--- src/rtl/load_store_unit.sv ---
`default_nettype none
// ============================================================================
// Module   : load_store_unit
// Brief    : Initiator side of the data-memory interface. Accepts one LDR/STR
//            request at a time, computes ARM effective/writeback addresses
//            (P/U/W), sequences a word-indexed memory with registered read
//            data, and returns load data, writeback address and fault status.
// Options  : LSU_BYTE_ACCESS_EN - when defined, LDRB/STRB are supported
//            (read-merge-write for STRB). When undefined, byte requests are
//            answered with a fault and never touch memory.
// Revision : 1.0 - initial release
// ============================================================================
module load_store_unit #(
  parameter int MEM_WORDS = 1024,
  parameter int ADDR_W    = 32
) (
  input  logic              clk,
  input  logic              reset,
  input  logic              req_valid,
  output logic              req_ready,
  input  logic              req_load,
  input  logic              req_byte,
  input  logic              req_pre,
  input  logic              req_up,
  input  logic              req_wb,
  input  logic [ADDR_W-1:0] req_base,
  input  logic [ADDR_W-1:0] req_offset,
  input  logic [31:0]       req_store_data,
  output logic              resp_valid,
  output logic [31:0]       resp_load_data,
  output logic              resp_wb_valid,
  output logic [ADDR_W-1:0] resp_wb_addr,
  output logic              resp_fault,
  output logic [ADDR_W-1:0] mem_addr,
  output logic [31:0]       mem_wdata,
  output logic              mem_read_not_write,
  output logic              mem_enable,
  input  logic [31:0]       mem_rdata
);

`ifdef LSU_BYTE_ACCESS_EN
  typedef enum logic [2:0] {
    ST_IDLE, ST_READ, ST_CAPTURE, ST_MERGE, ST_WRITE, ST_RESP
  } state_e;
`else
  typedef enum logic [2:0] {
    ST_IDLE, ST_READ, ST_CAPTURE, ST_WRITE, ST_RESP
  } state_e;
`endif

  localparam logic [ADDR_W-1:0] MEM_WORDS_A = ADDR_W'(MEM_WORDS);

  state_e              state_q, state_d;
  logic                load_q, load_d;
  logic                fault_q, fault_d;
  logic                wb_valid_q, wb_valid_d;
  logic [ADDR_W-1:0]   wb_addr_q, wb_addr_d;
  logic [ADDR_W-3:0]   idx_q, idx_d;
  logic [31:0]         word_q, word_d;
`ifdef LSU_BYTE_ACCESS_EN
  logic                byte_q, byte_d;
  logic [1:0]          lane_q, lane_d;
  logic [7:0]          sbyte_q, sbyte_d;
`endif

  logic                req_ready_d, resp_valid_d, resp_wb_valid_d, resp_fault_d;
  logic [31:0]         resp_load_data_d, mem_wdata_d;
  logic [ADDR_W-1:0]   resp_wb_addr_d, mem_addr_d;
  logic                mem_read_not_write_d, mem_enable_d;

  logic [ADDR_W-1:0]   upd_addr, eff_addr;
  logic [ADDR_W-3:0]   word_idx;
  logic                acc_fault;

  // Address arithmetic and access legality for the request on the inputs.
  always_comb begin
    upd_addr  = req_up ? (req_base + req_offset) : (req_base - req_offset);
    eff_addr  = req_pre ? upd_addr : req_base;
    word_idx  = eff_addr[ADDR_W-1:2];
`ifdef LSU_BYTE_ACCESS_EN
    acc_fault = ({2'b00, word_idx} >= MEM_WORDS_A) ||
                (!req_byte && (eff_addr[1:0] != 2'b00));
`else
    acc_fault = ({2'b00, word_idx} >= MEM_WORDS_A) || req_byte ||
                (eff_addr[1:0] != 2'b00);
`endif
  end

  // Next-state, request latching, data path and registered-output values.
  always_comb begin
    state_d    = state_q;
    load_d     = load_q;
    fault_d    = fault_q;
    wb_valid_d = wb_valid_q;
    wb_addr_d  = wb_addr_q;
    idx_d      = idx_q;
    word_d     = word_q;
`ifdef LSU_BYTE_ACCESS_EN
    byte_d     = byte_q;
    lane_d     = lane_q;
    sbyte_d    = sbyte_q;
`endif

    case (state_q)
      ST_IDLE: begin
        if (req_valid) begin
          load_d     = req_load;
          fault_d    = acc_fault;
          wb_valid_d = !req_pre | req_wb;
          wb_addr_d  = upd_addr;
          idx_d      = word_idx;
          word_d     = req_store_data;
`ifdef LSU_BYTE_ACCESS_EN
          byte_d     = req_byte;
          lane_d     = eff_addr[1:0];
          sbyte_d    = req_store_data[7:0];
`endif
          if (acc_fault)                  state_d = ST_RESP;
          else if (req_load || req_byte)  state_d = ST_READ;
          else                            state_d = ST_WRITE;
        end
      end
      ST_READ: state_d = ST_CAPTURE;
      ST_CAPTURE: begin
        word_d  = mem_rdata;
        state_d = ST_RESP;
`ifdef LSU_BYTE_ACCESS_EN
        if (byte_q) begin
          if (load_q) word_d = {24'h0, mem_rdata[{lane_q, 3'b000} +: 8]};
          else        state_d = ST_MERGE;
        end
`endif
      end
`ifdef LSU_BYTE_ACCESS_EN
      ST_MERGE: begin
        word_d[{lane_q, 3'b000} +: 8] = sbyte_q;
        state_d = ST_WRITE;
      end
`endif
      ST_WRITE: state_d = ST_RESP;
      ST_RESP:  state_d = ST_IDLE;
      default:  state_d = ST_IDLE;
    endcase

    // Outputs are registered, so they are derived from the state being entered.
    req_ready_d          = (state_d == ST_IDLE);
    resp_valid_d         = (state_d == ST_RESP);
    resp_fault_d         = (state_d == ST_RESP) && fault_d;
    resp_wb_valid_d      = (state_d == ST_RESP) && !fault_d && wb_valid_d;
    resp_wb_addr_d       = (state_d == ST_RESP) ? wb_addr_d : '0;
    resp_load_data_d     = ((state_d == ST_RESP) && load_d && !fault_d) ? word_d : 32'h0;
    mem_enable_d         = (state_d == ST_READ);
    mem_read_not_write_d = (state_d != ST_WRITE);
    mem_addr_d           = ((state_d == ST_READ) || (state_d == ST_WRITE)) ? {2'b00, idx_d} : '0;
    mem_wdata_d          = (state_d == ST_WRITE) ? word_d : 32'h0;
  end

  // State, latched request and output registers with synchronous reset.
  always_ff @(posedge clk) begin
    if (reset) begin
      state_q            <= ST_IDLE;
      load_q             <= 1'b0;
      fault_q            <= 1'b0;
      wb_valid_q         <= 1'b0;
      wb_addr_q          <= '0;
      idx_q              <= '0;
      word_q             <= 32'h0;
`ifdef LSU_BYTE_ACCESS_EN
      byte_q             <= 1'b0;
      lane_q             <= 2'b00;
      sbyte_q            <= 8'h00;
`endif
      req_ready          <= 1'b1;
      resp_valid         <= 1'b0;
      resp_load_data     <= 32'h0;
      resp_wb_valid      <= 1'b0;
      resp_wb_addr       <= '0;
      resp_fault         <= 1'b0;
      mem_addr           <= '0;
      mem_wdata          <= 32'h0;
      mem_read_not_write <= 1'b1;
      mem_enable         <= 1'b0;
    end else begin
      state_q            <= state_d;
      load_q             <= load_d;
      fault_q            <= fault_d;
      wb_valid_q         <= wb_valid_d;
      wb_addr_q          <= wb_addr_d;
      idx_q              <= idx_d;
      word_q             <= word_d;
`ifdef LSU_BYTE_ACCESS_EN
      byte_q             <= byte_d;
      lane_q             <= lane_d;
      sbyte_q            <= sbyte_d;
`endif
      req_ready          <= req_ready_d;
      resp_valid         <= resp_valid_d;
      resp_load_data     <= resp_load_data_d;
      resp_wb_valid      <= resp_wb_valid_d;
      resp_wb_addr       <= resp_wb_addr_d;
      resp_fault         <= resp_fault_d;
      mem_addr           <= mem_addr_d;
      mem_wdata          <= mem_wdata_d;
      mem_read_not_write <= mem_read_not_write_d;
      mem_enable         <= mem_enable_d;
    end
  end

endmodule
`default_nettype wire

--- config.mk ---
export PLATFORM = sky130hd
export DESIGN_NAME = load_store_unit
export DESIGN_NICKNAME = d
export VERILOG_FILES = /design/src/rtl/load_store_unit.sv
export SDC_FILE = /design/constraint.sdc
export NUM_CORES = 1
export LEC_CHECK = 0
export ABC_CLOCK_PERIOD_IN_PS = 6200
export CORE_ASPECT_RATIO = 0.9
export CORE_MARGIN = 1.5
export CORE_UTILIZATION = 49
export DETAILED_ROUTE_END_ITERATION = 8
export HOLD_SLACK_MARGIN = 0.15
export PLACE_DENSITY = 0.79
export SYNTH_ARGS = -nofsm -noshare
export SYNTH_HDL_FRONTEND = slang
export SYNTH_SLANG_ARGS = --single-unit
--- constraint.sdc ---
create_clock -name clk -period 6.2 [get_ports clk]
set_input_delay 1.24 -clock clk [delete_from_list [all_inputs] [get_ports clk]]
set_output_delay 1.24 -clock clk [all_outputs]
set_load 0.05 [all_outputs]
==> impl_metrics.toml <==
[status]
status = "complete, no violations"

[floorplanning]
coreArea_sq_um = 20000
io_pins = 270
fp.dieArea_sq_um = 21200
die_h_microns = 138
start_util_pct = 49.9
rows = 49
die_w_microns = 153

[clock_network]
hold_buffers = 0
cts_buffer_depth = 3
cts_setup_buffers = 0
path_clk_slew_ps = 60
cts_tree = "built"
cts.htree.levels = 1
root_buffer = "clkbuf_16"
post_cts_resized = 0
cts.sinks = 211
cts_buffers = 21
clkLatencyLatePin_ps = 490

[timing]
report.final.slew_viol_count = 0
max_freq_mhz = 172
slew_headroom_pct = 22.7
period_share_pct = 93.7
tightest_slew_ps = 1160
rsz0062_at_grt = "no"
fin_crit_ps = 5810
hold_violations = 0
finClkSkew_ps = 18.8
setup_viol = 0
setup_tns_ps = 0

[synth]
syn_inst = 1224
synth_ff_type = "dfxtp_1"
synth_cell_types = 81
ys_ff_latch = 211
yosys.area.top_type_share_pct = 42.4
ys_top_cells_by_area = "dfxtp_1 42%, nor2_1 7.5%, a21oi_1 6.7%"
yosysSeqAreaShare_pct = 42.4
async_flop_share_pct = 0
avgSynthCellArea_sq_um = 8.15
synth_warnings = 0
synth_edf_count = 0
synth.cells.most_frequent = "211 x dfxtp_1, 199 x nor2_1, 138 x nand2_1"
synth_most_common_cell = "dfxtp_1"
synth_largest_area_cell = "dfxtp_1"
synthesis.area_sq_um = 9970

[layout]
num_antenna_cells = 0
stdcell_area_sq_um = 14000
drive_above_1_share_pct = 10.1
final_cells = 1801
syn2layout_area_growth_pct = 39.9
layout.nets = 1702

[routing]
vias_per_cell = 5.58
routedWlPerCell_microns = 17.3
vias = 10000
drtIter0Drc = 834
drc = 0
wirelength_mm = 31.2
drtAntennaViolNets = 0
drtPass1Iterations = 7

[pwr]
ir_worst_vdd_mv = 0.253
power_leakage_nw = 5.58
power_density_nw_per_um2 = 259

[critical_path]
reg2reg_slack_ps = 2980
timing.rr.start = "state_q[2]"
critPathMaxFanout = 33
start_kind = "primary input"
crit_type = "in -> reg"
worst_ep_arrival_time_ps = 6220
rr_endpoint = "resp_wb_addr[0]"
end_kind = "flop"
required_ps = 6610
ff2ff_path_depth = 6
critPathCapture = "mem_wdata[8]"
crit_path_start = "req_offset[7]"

[placed_design]
hpwlAfterDp_mm = 23.8
postPlaceCellArea_sq_um = 13300
numPortBuffers = 267
globalplace.congestion = 0.936
placed_cells = 1765

[run]
cap_violations = 0

[global_routing]
grtUsageTotal_pct = 28.5
grt_most_used_layer = "met2"
antenna_found_initial = 1
use_met1_pct = 39.2
grt_max_degree = 68
grt_pass1_vias = 9342
grt_use_met2_pct = 45.8
globalRouteMet3Util_pct = 4.83
grt_overflow_total = 0
grt_first_pass_wirelength_mm = 49.4

[hold_path]
hp-class = "reg -> reg"
-- power breakdown --
group	switching (mW)	total, mW	internal, mW
registers	0.0213	1.44	1.42
logic	0.564	0.967	0.403
clock network	0.500	1.20	0.702
-- how the worst min path moves through the flow --
stage | from | endpoint | depth (start not counted)
after global placement | wb_addr_q[17] | wb_addr_q[17] | 2
after CTS | wb_addr_q[26] | wb_addr_q[26] | 2
after floorplan | fault_q | resp_wb_valid | 1
final | wb_addr_q[21] | wb_addr_q[21] | 2
after global routing | fault_q | resp_wb_valid | 1
after detailed placement | wb_addr_q[26] | wb_addr_q[26] | 2
-- metrics by stage --
step	util [%]	hold WS, ps	power (mW)	setup WS [ps]
5_1_grt	69.8	486	3.78	95.1
3_5_place_dp	66.5	456	2.42	-87.3
6_report	69.8	462	3.61	392
3_3_place_gp	66.5	446	2.41	15.1
4_1_cts	69.8	464	3.61	379
2_1_floorplan	-	419	2.04	494
-- cells by family after synthesis --
family,after synthesis,share of synthesized area (%)
AOI/OAI and AO/OA,259,16.5
xor gates and xnor gates,55,4.83
adders and majority gates,33,4.22
buffers and inverters,107,4.72
DFF,211,42.4
muxes,12,1.23
other,1,0.0376
and+or+nand+nor,546,26.1
-- sequential cells by signal, indices dropped and copies added (netlist names) --
| name | cells |
|---|---|
| req_ready | 1 |
| resp_valid | 1 |
| wb_valid_q | 1 |
| mem_read_not_write | 1 |
| mem_wdata | 32 |
| resp_wb_addr | 32 |
| load_q | 1 |
| mem_enable | 1 |
| resp_fault | 1 |
| resp_wb_valid | 1 |
| wb_addr_q | 32 |
| resp_load_data | 32 |
| word_q | 32 |
| state_q | 3 |
| idx_q | 9 |
| mem_addr | 30 |
| fault_q | 1 |
-- placed cells by master (no fill, tap or decap), drive strengths merged, types with 21 or more instances in the layout --
cell type / count
nor2: 208
a21oi: 134
clkdlybuf4s50: 265
clkbuf: 27
nand3: 48
buf: 85
xor2: 34
o21ai: 32
conb: 22
ha: 32
a221oi: 33
nand2b: 39
xnor2: 21
inv: 24
dfxtp: 211
nor3: 25
nand2: 138
-- critical path: stages --
cell and delay (ps):
clkdlybuf4s50_1 420, or4_4 550, buf_4 170, nor4_4 380
and2_2 270, a21oi_1 90, xor2_1 160, ha_1 340
and3_1 210, nand4_1 140, or4_1 410, o32ai_1 220
o21ai_1 170, a31oi_2 220, or4b_4 500, nor4_4 230
nand4_4 150, buf_12 200, nor2_1 120
-- final cells by class --
class,instances,area (sq um)
inverter,22,82.6
tap,255,319
fill,1584,6030
multi-input combinational,927,5370
clock inverter,9,80.1
sequential,211,4220
timing repair buffer,350,3300
clock buffer,27,578
-- metal layers --
layer	wire (microns)	vias up	part of all wire, %
met4	913	0	2.9
met2	13900	486	45
met5	0	-	0
li1	-	4832	-
met1	14000	4668	45
met3	2420	58	7.7
Power figures use the tool's default switching activity.
